`config.mk`:
```
export PLATFORM = sky130hd
export DESIGN_NAME = mem_stage_ctrl_flat
export DESIGN_NICKNAME = d
export VERILOG_FILES = /design/src/rtl/mem_stage_ctrl_if.sv /design/src/rtl/mem_stage_ctrl.sv /design/src/flat_wrapper.sv
export SDC_FILE = /design/constraint.sdc
export NUM_CORES = 1
export LEC_CHECK = 0
export BUFFER_PORTS_ARGS = -buffer_cell sky130_fd_sc_hd__buf_2
export CORE_MARGIN = 8
export CORE_UTILIZATION = 48
export DETAILED_ROUTE_END_ITERATION = 8
export PLACE_DENSITY = 0.84
export SLEW_MARGIN = 40
export SYNTH_ARGS = -nofsm -noshare
export SYNTH_HDL_FRONTEND = slang
export SYNTH_SLANG_ARGS = --single-unit
```
`constraint.sdc`:
```
create_clock -name clk -period 3.3 [get_ports clk]
set_clock_uncertainty 0.2 [all_clocks]
set_input_delay 0.165 -clock clk [delete_from_list [all_inputs] [get_ports clk]]
set_output_delay 0.165 -clock clk [all_outputs]
set_load 0.02 [all_outputs]
```
`src/rtl/mem_stage_ctrl_if.sv`:
```
// Data-memory port bundle between mem_stage_ctrl (master) and the memory (slave).
interface mem_stage_ctrl_if;
  logic        dm_req;
  logic        dm_wr;
  logic [15:0] dm_addr;
  logic [15:0] dm_wdata;
  logic        dm_ack;
  logic [15:0] dm_rdata;

  modport master (
    output dm_req, dm_wr, dm_addr, dm_wdata,
    input  dm_ack, dm_rdata
  );

  modport slave (
    input  dm_req, dm_wr, dm_addr, dm_wdata,
    output dm_ack, dm_rdata
  );
endinterface

```
`src/rtl/mem_stage_ctrl.sv`:
```
// Multi-cycle MEM-stage controller: one outstanding load/store, pipeline stall until ack.
// Optional WAIT timeout is compiled in with `define MEM_STAGE_TIMEOUT_EN.
module mem_stage_ctrl #(
  parameter int TIMEOUT = 64
) (
  input  logic        clk,
  input  logic        rst,
  input  logic        in_valid,
  input  logic        mem_en,
  input  logic        mem_wr,
  input  logic [15:0] addr,
  input  logic [15:0] wdata,
  output logic        stall,
  output logic [15:0] rdata,
  output logic        align_err,
  output logic        timeout_err,
  mem_stage_ctrl_if.master dm
);

  if (TIMEOUT < 1) begin : g_bad_timeout
    $error("mem_stage_ctrl: TIMEOUT must be at least 1");
  end

  typedef enum logic [1:0] {
    S_IDLE = 2'd0,
    S_WAIT = 2'd1,
    S_DONE = 2'd2
  } state_e;

  state_e      state_q, state_d;
  logic        wr_q, wr_d;
  logic [15:0] addr_q, addr_d;
  logic [15:0] wdata_q, wdata_d;
  logic [15:0] rdata_q, rdata_d;
  logic        accept;

`ifdef MEM_STAGE_TIMEOUT_EN
  localparam int CNT_W = $clog2(TIMEOUT + 1);
  logic [CNT_W-1:0] cnt_q, cnt_d;
  logic             tmo_q, tmo_d;
`endif

  // Gating with rst keeps stall low while reset is held, even with a live op in EX/MEM.
  always_comb begin
    accept    = rst && (state_q == S_IDLE) && in_valid && mem_en && !addr[0];
    align_err = rst && in_valid && mem_en && addr[0];
  end

  always_comb begin
    state_d = state_q;
    wr_d    = wr_q;
    addr_d  = addr_q;
    wdata_d = wdata_q;
    rdata_d = rdata_q;
`ifdef MEM_STAGE_TIMEOUT_EN
    cnt_d   = cnt_q;
    tmo_d   = tmo_q;
`endif
    unique case (state_q)
      S_IDLE: begin
        if (accept) begin
          addr_d  = addr;
          wdata_d = wdata;
          wr_d    = mem_wr;
          state_d = S_WAIT;
`ifdef MEM_STAGE_TIMEOUT_EN
          cnt_d   = '0;
`endif
        end
      end
      S_WAIT: begin
        if (dm.dm_ack) begin
          if (!wr_q) rdata_d = dm.dm_rdata;
          state_d = S_DONE;
        end
`ifdef MEM_STAGE_TIMEOUT_EN
        // The counter reaches TIMEOUT on this edge: give up, keep rdata as is.
        else if (cnt_q == CNT_W'(TIMEOUT - 1)) begin
          cnt_d   = CNT_W'(TIMEOUT);
          tmo_d   = 1'b1;
          state_d = S_DONE;
        end else begin
          cnt_d   = cnt_q + CNT_W'(1);
        end
`endif
      end
      S_DONE: state_d = S_IDLE;
      default: state_d = S_IDLE;
    endcase
  end

  always_ff @(posedge clk or negedge rst) begin
    if (!rst) begin
      state_q <= S_IDLE;
      wr_q    <= 1'b0;
      addr_q  <= 16'h0000;
      wdata_q <= 16'h0000;
      rdata_q <= 16'h0000;
    end else begin
      state_q <= state_d;
      wr_q    <= wr_d;
      addr_q  <= addr_d;
      wdata_q <= wdata_d;
      rdata_q <= rdata_d;
    end
  end

`ifdef MEM_STAGE_TIMEOUT_EN
  always_ff @(posedge clk or negedge rst) begin
    if (!rst) begin
      cnt_q <= '0;
      tmo_q <= 1'b0;
    end else begin
      cnt_q <= cnt_d;
      tmo_q <= tmo_d;
    end
  end

  assign timeout_err = tmo_q;
`else
  assign timeout_err = 1'b0;
`endif

  assign stall       = accept || (state_q == S_WAIT);
  assign rdata       = rdata_q;
  assign dm.dm_req   = (state_q == S_WAIT);
  assign dm.dm_wr    = wr_q;
  assign dm.dm_addr  = addr_q;
  assign dm.dm_wdata = wdata_q;

endmodule

```
`src/flat_wrapper.sv`:
```
// flat-port wrapper written by rule: the top's interface ports become plain ports
module mem_stage_ctrl_flat 
#(
  parameter int TIMEOUT = 64
)
  (clk, rst, in_valid, mem_en, mem_wr, addr, wdata, stall, rdata, align_err, timeout_err, dm_dm_req, dm_dm_wr, dm_dm_addr, dm_dm_wdata, dm_dm_ack, dm_dm_rdata);
  mem_stage_ctrl_if dm_i ();
  input  logic clk;
  input  logic rst;
  input  logic in_valid;
  input  logic mem_en;
  input  logic mem_wr;
  input  logic [15:0] addr;
  input  logic [15:0] wdata;
  output logic stall;
  output logic [15:0] rdata;
  output logic align_err;
  output logic timeout_err;
  output wire logic [$bits(dm_i.dm_req)-1:0] dm_dm_req;
  output wire logic [$bits(dm_i.dm_wr)-1:0] dm_dm_wr;
  output wire logic [$bits(dm_i.dm_addr)-1:0] dm_dm_addr;
  output wire logic [$bits(dm_i.dm_wdata)-1:0] dm_dm_wdata;
  input wire logic [$bits(dm_i.dm_ack)-1:0] dm_dm_ack;
  input wire logic [$bits(dm_i.dm_rdata)-1:0] dm_dm_rdata;
  assign dm_dm_req = dm_i.dm_req;
  assign dm_dm_wr = dm_i.dm_wr;
  assign dm_dm_addr = dm_i.dm_addr;
  assign dm_dm_wdata = dm_i.dm_wdata;
  assign dm_i.dm_ack = dm_dm_ack;
  assign dm_i.dm_rdata = dm_dm_rdata;
  mem_stage_ctrl #(.TIMEOUT(TIMEOUT)) u_core (.clk(clk), .rst(rst), .in_valid(in_valid), .mem_en(mem_en), .mem_wr(mem_wr), .addr(addr), .wdata(wdata), .stall(stall), .rdata(rdata), .align_err(align_err), .timeout_err(timeout_err), .dm(dm_i));
endmodule
```
==> run metrics <==
result of the run=finished, final reports clean; Setup Buffers After CTS=0; detailed router's first-iteration violation count=60; distinct cell type count after synthesis=17; max frequency=around 0.45 GHz; overall global routing resource usage=0.178; Max Cap Violations=0; R2R setup slack=1.30 ns; fin crit share=0.670; most used cell, CP=buf_2; drt drc=0; drt wl/cell=about 18 um; TNS Setup=0 ns; vias in the first global route=between 1500 and 2000; Final Max Slew Viols=0; relative slew slack=0.583; R2R cell count=4; critical path, cell by cell=dlygate4sd3_1 > buf_2 > buf_4 > and4_1 > buf_2; Layout Nets=between 300 and 400; RSZ-0062 raised after global routing=no; Max IR drop VDD=297 uV; gpl congestion=0.691; top cells by count, synth=dfrtp_1, mux2_4, mux2_2; count leader, synth=dfrtp_1; end of the critical path=align_err; number of flops mapped to enable cells by yosys=0; Reg-to-Reg Start=u_core.state_q[0]; dpl hpwl=between 3000 and 4000 um; initial core utilization=0.494; final number of hold-violating endpoints=0; Top FF cell, synth=dfrtp_1; Worst-path clk slew=around 0.090 ns; RR Endpoint=u_core.dm.dm_addr[8]; CP Max Fanout=52; IO Port Bufs=~110; final wirelength=6040 um; FP Rows=24; Cell Pwr Density=between 600 and 700 mW/mm2; IO Pins=between 100 and 150; Syn Inst Count=between 100 and 150; Synth Cell Area=around 0.0021 mm2; H-tree levels=2; Worst setup EP type=output pin; worst-path cell with the longest stage delay=dlygate4sd3_1; final setup fails=0; Pre-antenna DRT Iters=4; antenna viol nets, final=0; syn_area_per_cell=approximately 18 um2; Post-Layout Inst Area=approximately 0.0033 mm2; Leak=1.74 nW; hold_buf cts=50; Clock Latency Late Sink=~0.30 ns; FF+latch count, synth=roughly 50; core area=approximately 0.0043 mm2; Synth async-reset ratio=1.00; Hold WC Path Type=input port to flop; Synth top area share=0.602; Critical Path AT=1.84 ns; worst endpoint required time=2.93 ns; root cell of the clock tree=clkbuf_8; synth warn=0; clk buf depth=2; register area share after synthesis=0.602; Num CTS Buffers=5; Setup CP Type=input port to output pin; Via Count=1572; Synth-to-Final Area Change=54.0%; Max stage delay on crit path=about 0.53 ns; CTS tree=yes; global-route wire length before repair=approximately 9100 um; element type at the critical path start=input port; grt ovf=0; Net Count, Synth=between 150 and 200; Die Span X=82.5 um; n_diodes=0; Synth area leader=dfrtp_1; area of the die=between 0.006 and 0.007 mm2; Resize count post-CTS=0; initial antenna violation count=0; Hold Path Stages=3; worst slew pin tran=0.625 ns; crit path launch=rst; vias per inst=approximately 4.8; # fillers=between 200 and 250; clk sinks=around 50; pin count of the biggest net entering global routing=53; layout cells sized above 1=0.600; Placed Area=between 0.002 and 0.003 mm2; top cells by area, synth=dfrtp_1, mux2_4, mux2_2, buf_6, nand4_4; min Tclk post-route=roughly 2.2 ns; chip height=between 80 and 90 um
## metrics by stage
step	power, mW	setup slack (ns)	hold slack, ns	instances	util
final	2.16	1.09	0.256	327	0.761
after global routing	2.27	0.941	0.281	327	0.761
after CTS	2.16	0.826	0.296	326	0.756
after detailed placement	1.72	1.10	0.194	268	0.616
after global placement	1.71	1.16	0.188	268	0.616
after floorplan	1.43	1.70	-0.331	116	-
## critical path: cells and delay by family
family	cells	cell delay (ns)
and+or+nand+nor	1	0.29
buffers and inverters	4	1.39
## sequential cells by signal, indices dropped and copies added (netlist names)
register,count
u_core.dm.dm_addr,16
u_core.dm.dm_wr,1
u_core.dm.dm_wdata,16
u_core.rdata,16
u_core.state_q,2
## kinds of logic after synthesis
group,synth area share
other cells,0.00177
mux,0.320
compound gates,0.00236
simple gates,0.0378
buf+inv,0.0360
flops,0.602
## cells in the final DEF, fill, tap and decap left out
master,n
buf_2,105
dfrtp_1,51
dlygate4sd3_1,50
mux2_4,37
mux2_2,11
clkbuf_8,7
or2b_1,1
inv_1,1
nor3_2,1
nand4_4,1
nand2_1,1
and4_1,1
and3b_1,1
nor2b_4,1
o21ai_0,1
and2_1,1
conb_1,1
clkbuf_1,1
buf_12,1
buf_4,1
## final cells by class
class	instances	area, um2	area share
flip-flops and latches	51	1280	0.391
repair buffers	157	1050	0.322
clock buffers	8	100	0.0306
multi-input cells	58	768	0.235
well taps	52	65.1	0.0199
inverters	1	3.75	0.00115
## power by group
group	total, mW	internal, mW	switching (mW)	leakage (nW)
registers	0.922	0.815	0.107	0.619
clock network	0.385	0.192	0.193	0.0515
logic	0.851	0.412	0.438	1.07
## per-layer routing
layer	wire length [um]	up-vias	track usage	part of all wire
met5	0	-	0	0
met4	94	0	0.0719	0.016
met3	425	7	0.0335	0.070
met2	3050	65	0.309	0.51
met1	2470	784	0.212	0.41
li1	-	716	-	-
## worst min-delay path by stage
| stage | from | end | slack, ns |
|---|---|---|---|
| 2_1_floorplan | rst | u_core.dm.dm_addr[0] | -0.33 |
| 3_3_place_gp | rst | u_core.rdata[2] | 0.19 |
| 3_5_place_dp | dm_dm_ack | u_core.state_q[0] | 0.19 |
| 4_1_cts | u_core.dm.dm_addr[0] | u_core.dm.dm_addr[0] | 0.30 |
| 5_1_grt | in_valid | u_core.state_q[0] | 0.28 |
| 6_report | in_valid | u_core.state_q[0] | 0.26 |
Power figures use the tool's default switching activity.
